**src/rtl/camera_pkg.sv**
```systemverilog
// Shared constants, FSM state encoding and frame layout helper for the
// emulated Wii IR camera I2C target.
package camera_pkg;

   localparam logic [6:0]  CAM_I2C_ADDR = 7'h58;
   localparam logic [7:0]  REG_CONF_A   = 8'h30;
   localparam logic [7:0]  REG_CONF_B   = 8'h33;
   localparam logic [7:0]  REG_DATA     = 8'h36;
   localparam int unsigned FRAME_BYTES  = 16;
   localparam logic [7:0]  REG_DATA_LAST = REG_DATA + 8'(FRAME_BYTES - 1);

   typedef enum logic [2:0] {
      StIdle,
      StAddr,
      StAddrAck,
      StWrByte,
      StWrAck,
      StRdByte,
      StRdAck,
      StIgnore
   } i2c_state_e;

   // One byte of the 16-byte position report; a missing blob reads as all-ones.
   function automatic logic [7:0] frame_byte(input logic [3:0] idx,
                                             input logic [9:0] x,
                                             input logic [9:0] y,
                                             input logic [3:0] size,
                                             input logic       valid);
      logic [7:0] b;
      case (idx)
         4'd0:    b = 8'h00;
         4'd1:    b = valid ? x[7:0] : 8'hFF;
         4'd2:    b = valid ? y[7:0] : 8'hFF;
         4'd3:    b = valid ? {y[9:8], x[9:8], size} : 8'hFF;
         default: b = 8'hFF;
      endcase
      return b;
   endfunction

endpackage

```
**src/rtl/i2c_line_sync.sv**
```systemverilog
// Two-flop synchroniser for one raw I2C line plus registered-history edge strobes.
module i2c_line_sync (
   input  logic clk,
   input  logic line_in,
   output logic level,
   output logic rise,
   output logic fall
);

   logic meta_q, sync_q, prev_q;

   // Left unreset on purpose: a reset must never manufacture a bus edge.
   always_ff @(posedge clk) begin
      meta_q <= line_in;
      sync_q <= meta_q;
      prev_q <= sync_q;
   end

   // Edge strobes compare the synchronised level against its previous sample.
   always_comb begin
      level = sync_q;
      rise  = sync_q & ~prev_q;
      fall  = ~sync_q & prev_q;
   end

endmodule

```
**src/rtl/ir_camera_target.sv**
```systemverilog
// I2C target emulating the Wii IR camera: stores config registers 0x30/0x33,
// keeps a register pointer and serves a 16-byte blob report snapshotted at
// read-address acknowledge.
module ir_camera_target
   import camera_pkg::*;
#(
   parameter logic [6:0] I2C_ADDR = CAM_I2C_ADDR
) (
   input  logic       clk,
   input  logic       reset,
   input  logic       i2c_scl,
   input  logic       i2c_sda_in,
   output logic       i2c_sda,
   input  logic [9:0] blob_x,
   input  logic [9:0] blob_y,
   input  logic [3:0] blob_size,
   input  logic       blob_valid,
   output logic [7:0] conf_30,
   output logic [7:0] conf_33,
   output logic       busy
);

   logic scl_lvl, scl_rise, scl_fall;
   logic sda_lvl, sda_rise, sda_fall;

   i2c_line_sync u_scl_sync (
      .clk     (clk),
      .line_in (i2c_scl),
      .level   (scl_lvl),
      .rise    (scl_rise),
      .fall    (scl_fall)
   );

   i2c_line_sync u_sda_sync (
      .clk     (clk),
      .line_in (i2c_sda_in),
      .level   (sda_lvl),
      .rise    (sda_rise),
      .fall    (sda_fall)
   );

   logic start_cond, stop_cond;
   assign start_cond = sda_fall & scl_lvl;
   assign stop_cond  = sda_rise & scl_lvl;

   i2c_state_e state_q, state_d;
   logic [3:0] bit_cnt_q, bit_cnt_d;
   logic [7:0] shift_q, shift_d;
   logic [7:0] ptr_q, ptr_d;
   logic       first_q, first_d;
   logic       sda_q, sda_d;
   logic [7:0] tx_q, tx_d;
   logic [7:0] conf30_q, conf30_d;
   logic [7:0] conf33_q, conf33_d;
   logic [9:0] snap_x_q, snap_x_d;
   logic [9:0] snap_y_q, snap_y_d;
   logic [3:0] snap_size_q, snap_size_d;
   logic       snap_valid_q, snap_valid_d;

   logic [7:0] wr_data;
   logic [3:0] frame_idx;
   logic       ptr_in_frame;
   logic [7:0] rd_byte;

   // Byte assembled on the eighth rising edge, and the report byte at ptr.
   always_comb begin
      wr_data      = {shift_q[6:0], sda_lvl};
      frame_idx    = 4'(ptr_q - REG_DATA);
      ptr_in_frame = (ptr_q >= REG_DATA) && (ptr_q <= REG_DATA_LAST);
      rd_byte      = ptr_in_frame ?
                     frame_byte(frame_idx, snap_x_q, snap_y_q, snap_size_q, snap_valid_q) :
                     8'h00;
   end

   // Next-state logic: bus conditions first, then SCL-edge driven protocol steps.
   always_comb begin
      state_d      = state_q;
      bit_cnt_d    = bit_cnt_q;
      shift_d      = shift_q;
      ptr_d        = ptr_q;
      first_d      = first_q;
      sda_d        = sda_q;
      tx_d         = tx_q;
      conf30_d     = conf30_q;
      conf33_d     = conf33_q;
      snap_x_d     = snap_x_q;
      snap_y_d     = snap_y_q;
      snap_size_d  = snap_size_q;
      snap_valid_d = snap_valid_q;

      if (start_cond) begin
         state_d   = StAddr;
         bit_cnt_d = 4'd0;
         sda_d     = 1'b1;
      end else if (stop_cond) begin
         state_d = StIdle;
         sda_d   = 1'b1;
      end else begin
         unique case (state_q)
            StIdle: begin
            end

            StAddr: begin
               if (scl_rise && bit_cnt_q < 4'd8) begin
                  shift_d   = wr_data;
                  bit_cnt_d = bit_cnt_q + 4'd1;
               end else if (scl_fall && bit_cnt_q == 4'd8) begin
                  if (shift_q[7:1] == I2C_ADDR) begin
                     state_d = StAddrAck;
                     sda_d   = 1'b0;
                     first_d = 1'b1;
                     if (shift_q[0]) begin
                        snap_x_d     = blob_x;
                        snap_y_d     = blob_y;
                        snap_size_d  = blob_size;
                        snap_valid_d = blob_valid;
                     end
                  end else begin
                     state_d = StIgnore;
                  end
               end
            end

            StAddrAck: begin
               if (scl_fall) begin
                  bit_cnt_d = 4'd0;
                  if (shift_q[0]) begin
                     state_d = StRdByte;
                     tx_d    = rd_byte;
                     sda_d   = rd_byte[7];
                  end else begin
                     state_d = StWrByte;
                     sda_d   = 1'b1;
                  end
               end
            end

            StWrByte: begin
               if (scl_rise && bit_cnt_q < 4'd8) begin
                  shift_d   = wr_data;
                  bit_cnt_d = bit_cnt_q + 4'd1;
                  if (bit_cnt_q == 4'd7) begin
                     if (first_q) begin
                        ptr_d   = wr_data;
                        first_d = 1'b0;
                     end else begin
                        if (ptr_q == REG_CONF_A) conf30_d = wr_data;
                        if (ptr_q == REG_CONF_B) conf33_d = wr_data;
                        ptr_d = ptr_q + 8'd1;
                     end
                  end
               end else if (scl_fall && bit_cnt_q == 4'd8) begin
                  state_d = StWrAck;
                  sda_d   = 1'b0;
               end
            end

            StWrAck: begin
               if (scl_fall) begin
                  state_d   = StWrByte;
                  sda_d     = 1'b1;
                  bit_cnt_d = 4'd0;
               end
            end

            StRdByte: begin
               if (scl_rise && bit_cnt_q < 4'd8) begin
                  bit_cnt_d = bit_cnt_q + 4'd1;
               end else if (scl_fall) begin
                  if (bit_cnt_q == 4'd8) begin
                     state_d   = StRdAck;
                     sda_d     = 1'b1;
                     ptr_d     = ptr_q + 8'd1;
                     bit_cnt_d = 4'd0;
                  end else begin
                     sda_d = tx_q[3'd7 - bit_cnt_q[2:0]];
                  end
               end
            end

            StRdAck: begin
               // bit_cnt marks that the master's ACK has been seen.
               if (scl_rise && bit_cnt_q == 4'd0) begin
                  if (sda_lvl) state_d = StIgnore;
                  else bit_cnt_d = 4'd1;
               end else if (scl_fall && bit_cnt_q == 4'd1) begin
                  state_d   = StRdByte;
                  bit_cnt_d = 4'd0;
                  tx_d      = rd_byte;
                  sda_d     = rd_byte[7];
               end
            end

            StIgnore: begin
            end

            default: state_d = StIdle;
         endcase
      end
   end

   // State and datapath registers with synchronous reset.
   always_ff @(posedge clk) begin
      if (reset) begin
         state_q      <= StIdle;
         bit_cnt_q    <= 4'd0;
         shift_q      <= 8'h00;
         ptr_q        <= 8'h00;
         first_q      <= 1'b0;
         sda_q        <= 1'b1;
         tx_q         <= 8'h00;
         conf30_q     <= 8'h00;
         conf33_q     <= 8'h00;
         snap_x_q     <= 10'd0;
         snap_y_q     <= 10'd0;
         snap_size_q  <= 4'd0;
         snap_valid_q <= 1'b0;
      end else begin
         state_q      <= state_d;
         bit_cnt_q    <= bit_cnt_d;
         shift_q      <= shift_d;
         ptr_q        <= ptr_d;
         first_q      <= first_d;
         sda_q        <= sda_d;
         tx_q         <= tx_d;
         conf30_q     <= conf30_d;
         conf33_q     <= conf33_d;
         snap_x_q     <= snap_x_d;
         snap_y_q     <= snap_y_d;
         snap_size_q  <= snap_size_d;
         snap_valid_q <= snap_valid_d;
      end
   end

   // Outputs are straight register copies so the pin never glitches.
   always_comb begin
      i2c_sda = sda_q;
      conf_30 = conf30_q;
      conf_33 = conf33_q;
      busy    = (state_q != StIdle);
   end

endmodule

```
**config.mk**
```make
export PLATFORM = sky130hd
export DESIGN_NAME = ir_camera_target
export DESIGN_NICKNAME = d
export VERILOG_FILES = /design/src/rtl/camera_pkg.sv /design/src/rtl/i2c_line_sync.sv /design/src/rtl/ir_camera_target.sv
export SDC_FILE = /design/constraint.sdc
export NUM_CORES = 1
export LEC_CHECK = 0
export CAP_MARGIN = 20
export CORE_UTILIZATION = 60
export CTS_CLUSTER_DIAMETER = 120
export DETAILED_ROUTE_END_ITERATION = 10
export PLACE_DENSITY = 0.85
export SETUP_SLACK_MARGIN = 0.1
export SYNTH_ARGS = -nofsm -noshare
export SYNTH_HDL_FRONTEND = slang
export SYNTH_SLANG_ARGS = --single-unit
```
**constraint.sdc**
```tcl
create_clock -name clk -period 5.9 [get_ports clk]
set_input_delay 1.18 -clock clk [delete_from_list [all_inputs] [get_ports clk]]
set_output_delay 1.18 -clock clk [all_outputs]
set_load 0.05 [all_outputs]
```
==> results.py, run 1 <==
metrics = {
    "run_status": {
        "status": "complete, but fails checks",
        "violations": "design-rule violations",
    },
    "timing": {
        "timing.fmax_mhz": 297.6,
        "min_period_ps": 3360,
        "maxSlewViolCount": 0,
        "finalCritPeriodShare_pct": 56.95,
        "setup_viol": 0,
        "holdWs_ps": 332.2,
        "hold_viol_final": 0,
        "slew_headroom_pct": 41.42,
        "rsz0062_at_grt": "no",
        "setup-tns-final_ps": 0,
        "finClkSkew_ps": 7.919,
        "worst_pin_slew_ps": 876.3,
        "finalWorstSetupSlack_ps": 2540,
    },
    "clock_network": {
        "clk_pin_slew_ps": 80,
        "post_cts_resized": 0,
        "clock-sinks": 80,
        "cts_hold_buffers": 0,
        "root_buffer": "clkbuf_8",
        "cts_tree": "yes",
        "h-tree-depth": 3,
        "cts_buffers": 9,
        "post_cts_buffers": 0,
        "cts_max_path_buffers": 2,
        "clock_latency_ps": 360,
    },
    "placement": {
        "hpwl_um": 6501,
        "dp_slack_ps": 2959,
        "place.gp.congestion": 0.8888,
        "io_buffers": 46,
    },
    "power": {
        "pwr-share-clk_pct": 31.2,
        "p_comb_share_pct": 24.8,
        "power_leakage_nw": 1.692,
        "p_seq_share_pct": 44.1,
        "power_density_nw_per_um2": 301.4,
        "internal_power_mw": 0.9506,
        "switching_share_pct": 32.41,
        "switchingPower_mw": 0.4558,
        "ir_worst_vdd_mv": 0.1529,
    },
    "critical_path": {
        "path_cells": "or3_1 -> clkdlybuf4s50_1",
        "crit_required_ps": 4720,
        "cp_max_fo": 24,
        "r2r-start": "state_q[0]",
        "slowest_stage": "clkdlybuf4s50_1",
        "start_kind": "flop",
        "endpoint_kind": "output port",
        "critPathTopFamily": "buffers and inverters",
        "cp.arrival_ps": 2180,
        "crit_buf_inv": 1,
        "slowest_delay_ps": 800,
        "startpoint": "state_q[2]",
        "setup.worst_path.class": "reg -> out",
    },
    "route": {
        "drt_iter0_drc": 260,
        "vias": 3626,
        "avgRoutedWirePerCell_um": 16.11,
        "firstDrtPassIters": 8,
        "viasPerCell": 6.220,
        "drc": 2,
        "ant_nets": 0,
        "wl_um": 9393,
    },
    "floorplanning": {
        "initial_core_util_pct": 62.65,
        "io_pins": 47,
        "dieHeight_um": 83.89,
        "core_area_um2": 6422,
        "rows": 29,
        "dieWidth_um": 83.89,
        "fp.dieArea_um2": 7038,
    },
    "synthesis": {
        "yosys.area_share.simple_pct": 24.32,
        "async_flop_share_pct": 0,
        "ys_seq_area_share_pct": 39.80,
        "synth_compound_area_share_pct": 18.87,
        "synth.avg_cell_area_um2": 8.453,
        "synth_top_area_share_pct": 39.80,
        "synth_cell_type_count": 66,
        "synth_edf_count": 0,
        "ys_ff_latch": 80,
        "ys.flop_type": "dfxtp_1",
        "synth_nets": 514,
        "synthMuxAreaShare_pct": 9.142,
        "synth_adder_area_share_pct": 2.799,
        "synth_top_family_by_area": "simple AND/OR/NAND/NOR gates",
        "yosys.area.top_type": "dfxtp_1",
        "synthCells": 476,
        "synth_xor_area_share_pct": 0.6530,
        "synthTopCellsByArea": "dfxtp_1 (40%), mux2i_1 (7.5%), nand2_1 (6.9%), a21oi_1 (4.6%), nor2_1 (3.6%)",
        "yosys_warnings": 0,
        "netlist_area_um2": 4024,
    },
    "job": {
        "cap_violations": 0,
    },
    "final_layout": {
        "syn2layout_area_growth_pct": 15.95,
        "nNetsFinal": 540,
        "drive_above_1_share_pct": 6.917,
        "antenna_cells": 0,
        "final_util_pct": 72.65,
    },
    "global_route": {
        "antenna_found_initial": 0,
        "grt_pass1_wl_um": 16250,
        "grt_pass1_vias": 3430,
        "grt_overflow": 0,
        "grt_max_degree": 68,
        "grtUsageTotal_pct": 28.58,
    },
    "worst_hold_path": {
        "min_from": "u_sda_sync.meta_q",
        "hp-class": "reg -> reg",
    },
}
==> Yosys cell counts (4+ instances only) <==
| cell type | number |
|---|---|
| o21ai_0 | 17 |
| mux2i_1 | 30 |
| a31oi_1 | 6 |
| nor2_1 | 39 |
| nor2b_1 | 6 |
| dfxtp_1 | 80 |
| inv_1 | 9 |
| nand4_1 | 5 |
| ha_1 | 9 |
| nor3_1 | 13 |
| buf_2 | 9 |
| mux2_2 | 4 |
| nand2b_1 | 5 |
| or2_2 | 4 |
| nand3_1 | 7 |
| a221oi_1 | 7 |
| nor4_1 | 5 |
| a22o_1 | 9 |
| clkbuf_1 | 22 |
| or3_1 | 4 |
| nand3b_1 | 8 |
| a211oi_1 | 4 |
| a21oi_1 | 37 |
| nand2_1 | 74 |
==> path summary, 6_finish.rpt <==
kind,to,slack (ps),depth (start not counted)
min,u_sda_sync.level,330,0
max reg2reg,snap_y_q[9],3290,5
max,busy,2540,2
min reg2reg,u_sda_sync.level,330,0
==> power groups by stage <==
stage	Clock [mW]	Combinational [mW]	Sequential, mW
4_1_cts	0.443	0.341	0.618
6_report	0.438	0.348	0.620
3_3_place_gp	0	0.332	0.629
2_1_floorplan	0	0.293	0.591
5_1_grt	0.465	0.381	0.628
3_5_place_dp	0	0.338	0.631
==> worst reg2reg max path: cells and delay by family, from the launching register on <==
family	cells	cell delay [ps]
AO/OA/AOI/OAI	1	80
AND/OR/NAND/NOR	4	1790
flip-flops	1	620
==> registers in the layout, indices dropped and copies added (netlist names), 3 cells and up <==
register     count
snap_x_q        10
snap_y_q        10
conf_30          8
conf_33          8
ptr_q            8
shift_q          8
tx_q             8
bit_cnt_q        4
snap_size_q      4
state_q          3
==> layout make-up <==
class | count | area, um2
multi-input cells | 354 | 2245
repair buffers | 48 | 480.5
clock buffers | 10 | 127.6
clock inverters | 5 | 81.33
well taps | 77 | 96.34
fillers | 501 | 1757
flip-flops and latches | 80 | 1602
inverters | 9 | 33.78
==> metal layers <==
metal,vias to the layer above,wire (um),track usage [%]
li1,1758,-,-
met1,1713,4094,37.66
met2,137,4553,45.53
met3,18,577,6.825
met4,0,168,10.50
met5,-,0,0
==> metrics by stage <==
stage,area (um2),cells,power (mW)
2_1_floorplan,4024,476,0.8836
3_3_place_gp,4432,566,0.9612
3_5_place_dp,4432,566,0.9690
4_1_cts,4641,581,1.402
5_1_grt,4666,583,1.474
6_report,4666,583,1.406
==> cells in the final DEF (no fill, tap or decap), types with 7 or more instances in the layout <==
master,n
a221oi_1,7
nand3b_1,8
a22o_1,9
nand2_1,74
nand3_1,7
ha_1,9
mux2i_1,30
dfxtp_1,80
inv_1,9
clkdlybuf4s50_1,45
nor2_1,39
a21oi_1,37
o21ai_0,17
nor3_1,13
clkbuf_8,9
==> cell families after synthesis <==
group,after synthesis
flip-flops,80
adder cells (fa/ha/maj),9
buffers and inverters,42
XOR/XNOR,3
AND/OR/NAND/NOR,194
multiplexers,35
AO/OA/AOI/OAI,113
Note: power is estimated with default switching activity, not from simulation.
==> inputs of run 2 (changes only) <==
Settings changed: CORE_UTILIZATION 60 to 56, PLACE_DENSITY 0.85 to 0.8.
Clock period 5.9 ns to 3.4 ns, I/O delays scaled along.
==> run 2 against run 1 <==
Against the previous run: critical path depth did not move; die area rose by 7.0%; via count fell by 0.30%; worst hold slack improved by 3.3 ps; clock-buffer cell count fell by 1; largest power group unchanged; first-iteration DRC count fell by 17%; sequential share of layout area fell by 0.16 points; routed wire length fell by 1.8%; setup slack got worse by 2000 ps; non-clock buffer count rose by 2; the flow now finishes without violations; utilization fell by 4.4 points; cell area rose by 0.46%; highest routed layer unchanged.
==> results.py, run 2 (same netlist as run 1, synthesis figures left out) <==
metrics = {
    "floorplanning": {
        "dieHeight_um": 86.77,
        "dieWidth_um": 86.77,
        "initial_core_util_pct": 58.58,
        "io_pins": 47,
        "rows": 30,
        "core_area_um2": 6869,
        "fp.dieArea_um2": 7528,
    },
    "critical_path": {
        "r2r-start": "state_q[1]",
        "ff2ff_path_depth": 5,
        "setup.worst_path.class": "reg -> out",
        "start_kind": "flop",
        "cp.arrival_ps": 2160,
        "endpoint_kind": "output port",
        "ff2ff_setup_slack_ps": 1010,
        "crit_required_ps": 2720,
        "cp_max_fo": 24,
        "reg2reg_to": "conf_33[6]",
    },
    "power": {
        "switching_share_pct": 33.61,
        "switchingPower_mw": 0.8033,
        "internal_power_mw": 1.587,
        "power_leakage_nw": 1.701,
        "ir_worst_vdd_mv": 0.2329,
        "power_density_nw_per_um2": 510.0,
        "p_seq_share_pct": 45.0,
        "p_comb_share_pct": 24.5,
        "pwr-share-clk_pct": 30.5,
    },
    "final_layout": {
        "syn2layout_area_growth_pct": 16.48,
        "mostFrequentLayoutCell": "dfxtp_1",
        "seq_area_um2": 1602,
        "final_util_pct": 68.23,
        "antenna_cells": 0,
        "multiInputGateArea_um2": 2245,
        "nFillCells": 595,
        "drive_above_1_share_pct": 7.662,
        "reg_top3": "snap_x_q x10, snap_y_q x10",
        "mostFrequentLayoutCells": "dfxtp_1 (80), nand2_1 (74), clkdlybuf4s50_1 (45)",
        "nNetsFinal": 542,
    },
    "worst_hold_path": {
        "hold_depth": 0,
        "hp-class": "reg -> reg",
        "min_from": "u_scl_sync.meta_q",
        "worstHoldEndpoint": "u_scl_sync.level",
    },
    "clock_network": {
        "cts_tree": "yes",
        "cts_hold_buffers": 0,
        "post_cts_buffers": 0,
        "post_cts_resized": 0,
        "clock-sinks": 80,
        "h-tree-depth": 3,
        "clk_pin_slew_ps": 80,
        "root_buffer": "clkbuf_8",
        "clock_latency_ps": 360,
        "cts_buffers": 9,
        "cts_max_path_buffers": 2,
    },
    "global_route": {
        "grt_pass1_wl_um": 15370,
        "grtUsageTotal_pct": 26.05,
        "grt_overflow": 0,
        "antenna_found_initial": 0,
        "grt_pass1_vias": 3246,
        "grt_max_degree": 44,
    },
    "run_status": {
        "status": "complete, no violations",
    },
    "timing": {
        "setup_viol": 0,
        "holdWs_ps": 335.5,
        "hold_viol_final": 0,
        "setup-tns-final_ps": 0,
        "rsz0062_at_grt": "no",
        "timing.fmax_mhz": 352.4,
        "finClkSkew_ps": 9.376,
        "worst_pin_slew_ps": 801.6,
        "finalCritPeriodShare_pct": 83.46,
        "min_period_ps": 2838,
        "maxSlewViolCount": 0,
        "slew_headroom_pct": 46.56,
    },
    "route": {
        "vias": 3615,
        "firstDrtPassIters": 5,
        "drc": 0,
        "ant_nets": 0,
        "wl_um": 9222,
        "drt_iter0_drc": 215,
        "viasPerCell": 5.975,
        "avgRoutedWirePerCell_um": 15.24,
    },
    "job": {
        "cap_violations": 0,
    },
    "placement": {
        "place.gp.congestion": 0.8685,
        "hpwl_um": 6495,
        "io_buffers": 46,
    },
}
-- run 2: cell count changes in the layout (fill, tap and decap cells not counted), sizes merged --
| cell | before | now |
|---|---|---|
| inv | 10 | 13 |
| clkinv | 1 | 2 |
| buf | 2 | 5 |
| bufinv | 2 | 1 |
| clkbuf | 11 | 9 |
| clkinvlp | 1 | 0 |
-- run 2: power by group through the flow --
stage | Sequential [mW] | Clock, mW | Combinational, mW
6_report | 1.08 | 0.729 | 0.585
5_1_grt | 1.09 | 0.783 | 0.645
4_1_cts | 1.07 | 0.739 | 0.582
3_5_place_dp | 1.10 | 0 | 0.580
3_3_place_gp | 1.09 | 0 | 0.570
2_1_floorplan | 1.02 | 0 | 0.509
-- run 2: per-layer routing --
layer | wire [um] | up-vias | GRT usage, %
met1 | 4223 | 1702 | 34.56
met2 | 4311 | 130 | 41.92
met3 | 562 | 14 | 6.952
met4 | 125 | 0 | 7.121
met5 | 0 | - | 0
li1 | - | 1769 | -
-- run 2: critical path, cell delays in order, from the launching register on --
cell and delay (ps):
dfxtp_1 780, or3_1 220, clkdlybuf4s50_1 800
-- run 2: final cells by class --
class	count	share of cell area, %
flip-flops and latches	80	34.17
clock inverters	7	1.655
multi-input cells	354	47.89
inverters	9	0.7208
repair buffers	50	10.36
clock buffers	9	2.643
well taps	96	2.563
-- run 2: through the flow --
stage	area, um2	power [mW]	setup WS (ps)	std cells
2_1_floorplan	4024	1.533	1291	476
5_1_grt	4687	2.519	415.3	605
3_5_place_dp	4486	1.676	964.9	589
4_1_cts	4687	2.394	570.1	605
3_3_place_gp	4486	1.663	977.0	589
6_report	4687	2.390	562.4	605
-- run 2: worst max path at each step --
stage,endpoint,cells past startpoint,start
after floorplan,bit_cnt_q[3],6,state_q[1]
after global placement,busy,2,state_q[2]
after detailed placement,busy,2,state_q[2]
after CTS,busy,2,state_q[2]
after global routing,busy,2,state_q[2]
final,busy,2,state_q[2]
==> inputs of run 3 (changes only) <==
Settings changed: CORE_UTILIZATION 56 to 51, PLACE_DENSITY 0.8 to 0.77.
Clock period 3.4 ns to 2.5 ns, I/O delays scaled along.
==> run 3 against run 2 <==
Against the previous run: cell count increased by 2.3%; clock skew increased by 3.6 ps; worst hold slack improved by 0.85 ps; total power increased by 39%; sequential power increased by 33%; routed wire length increased by 1.2%; critical path depth increased by 3; cell area increased by 1.9%; highest routed layer unchanged.
==> results.py, run 3 (same netlist as run 1, synthesis figures left out) <==
metrics = {
    "final_layout": {
        "mostFrequentLayoutCell": "dfxtp_1",
        "multiInputGateArea_um2": 2245,
        "mostFrequentLayoutCells": "dfxtp_1 (78), nand2_1 (74), clkdlybuf4s50_1 (44)",
        "syn2layout_area_growth_pct": 18.66,
        "nFillCells": 708,
        "seq_area_um2": 1604,
        "nNetsFinal": 550,
        "antenna_cells": 0,
        "final_util_pct": 62.11,
        "drive_above_1_share_pct": 9.671,
        "reg_top3": "snap_x_q x10, snap_y_q x10",
    },
    "timing": {
        "holdWs_ps": 336.4,
        "slew_headroom_pct": 55.29,
        "finalCritPeriodShare_pct": 92.30,
        "min_period_ps": 2308,
        "finClkSkew_ps": 12.95,
        "setup-tns-final_ps": 0,
        "timing.fmax_mhz": 433.3,
        "setup_viol": 0,
        "worst_pin_slew_ps": 669.7,
        "hold_viol_final": 0,
        "rsz0062_at_grt": "yes",
        "finalWorstSetupSlack_ps": 192.4,
        "maxSlewViolCount": 0,
    },
    "floorplanning": {
        "dieHeight_um": 90.83,
        "core_area_um2": 7687,
        "rows": 32,
        "initial_core_util_pct": 52.34,
        "io_pins": 47,
        "fp.dieArea_um2": 8249,
        "dieWidth_um": 90.83,
    },
    "critical_path": {
        "slowest_stage": "dfxtp_1",
        "setup.worst_path.class": "reg -> reg",
        "endpoint_kind": "flop",
        "cp.arrival_ps": 2590,
        "cp_max_fo": 19,
        "path_cells": "or3_1 -> o311ai_0 -> a221o_1 -> or4_1 -> a21boi_1",
        "start_kind": "flop",
        "slowest_delay_ps": 760,
        "crit_required_ps": 2780,
    },
    "clock_network": {
        "clock-sinks": 80,
        "cts_tree": "yes",
        "h-tree-depth": 3,
        "clk_pin_slew_ps": 90,
        "post_cts_buffers": 0,
        "clock_latency_ps": 360,
        "post_cts_resized": 0,
        "cts_max_path_buffers": 2,
        "cts_hold_buffers": 0,
        "root_buffer": "clkbuf_8",
        "cts_buffers": 9,
    },
    "worst_hold_path": {
        "hp-class": "reg -> reg",
    },
    "power": {
        "switching_share_pct": 34.13,
        "p_comb_share_pct": 26.4,
        "switchingPower_mw": 1.135,
        "power_density_nw_per_um2": 696.7,
        "power_leakage_nw": 1.742,
        "p_seq_share_pct": 43.4,
        "pwr-share-clk_pct": 30.2,
        "internal_power_mw": 2.191,
        "power_mw": 3.327,
        "ir_worst_vdd_mv": 0.3592,
    },
    "placement": {
        "dp_slack_ps": 194.9,
        "io_buffers": 46,
        "hpwl_um": 6689,
        "place.gp.congestion": 0.8924,
    },
    "route": {
        "drc": 0,
        "vias": 3565,
        "avgRoutedWirePerCell_um": 15.07,
        "ant_nets": 0,
        "firstDrtPassIters": 4,
        "drt_iter0_drc": 279,
        "wl_um": 9329,
        "viasPerCell": 5.759,
    },
    "job": {
        "cap_violations": 0,
    },
    "global_route": {
        "grt_pass1_wl_um": 15930,
        "grt_pass1_vias": 3386,
        "grt_overflow": 0,
        "grtUsageTotal_pct": 23.90,
        "antenna_found_initial": 0,
        "grt_max_degree": 67,
    },
    "run_status": {
        "status": "complete, no violations",
    },
}
[run 3: cell count changes in the layout (fill, tap and decap cells not counted), moves of 2 or more]
cell,delta
clkinvlp_4,+2
buf_4,+8
clkinv_2,-2
dfxtp_2,+2
dfxtp_1,-2
[run 3: critical path, delay by kind of cell, from the launching register on]
kind,cells,cell delay (ps)
AND/OR/NAND/NOR,2,790
flip-flops,1,760
AO/OA/AOI/OAI,3,690
[run 3: final timing paths]
path	start	endpoint	slack (ps)	cells after the start
worst min-delay path	u_sda_sync.meta_q	u_sda_sync.level	340	0
worst max register to register	state_q[1]	bit_cnt_q[3]	190	5
worst min register to register	u_sda_sync.meta_q	u_sda_sync.level	340	0
worst max-delay path	state_q[1]	bit_cnt_q[3]	190	5
[run 3: power by group through the flow]
stage          clock, mW  combinational (mW)  sequential, mW
3_5_place_dp           0               0.858            1.47
6_report            1.00               0.878            1.44
5_1_grt             1.08               0.959            1.46
3_3_place_gp           0               0.842            1.46
4_1_cts             1.03               0.863            1.44
2_1_floorplan          0               0.692            1.39
[run 3: layer usage]
layer	vias up	share of wire (%)	global-route usage, %
li1	1788	-	-
met1	1662	46	30.65
met2	99	49	40.09
met3	16	3.7	4.293
met4	0	1.5	8.730
met5	-	0	0
[run 3: cell type report]
class / count / share of cell area, %
multi-input cells: 354 / 47.01
flip-flops and latches: 80 / 33.60
repair buffers: 58 / 11.64
well taps: 102 / 2.673
clock buffers: 9 / 2.594
clock inverters: 7 / 1.782
inverters: 9 / 0.7075
[run 3: per-stage QoR]
stage,instances,area (um2)
after CTS,619,4772
after global placement,603,4563
after global routing,619,4775
after detailed placement,603,4563
final,619,4775
after floorplan,476,4024
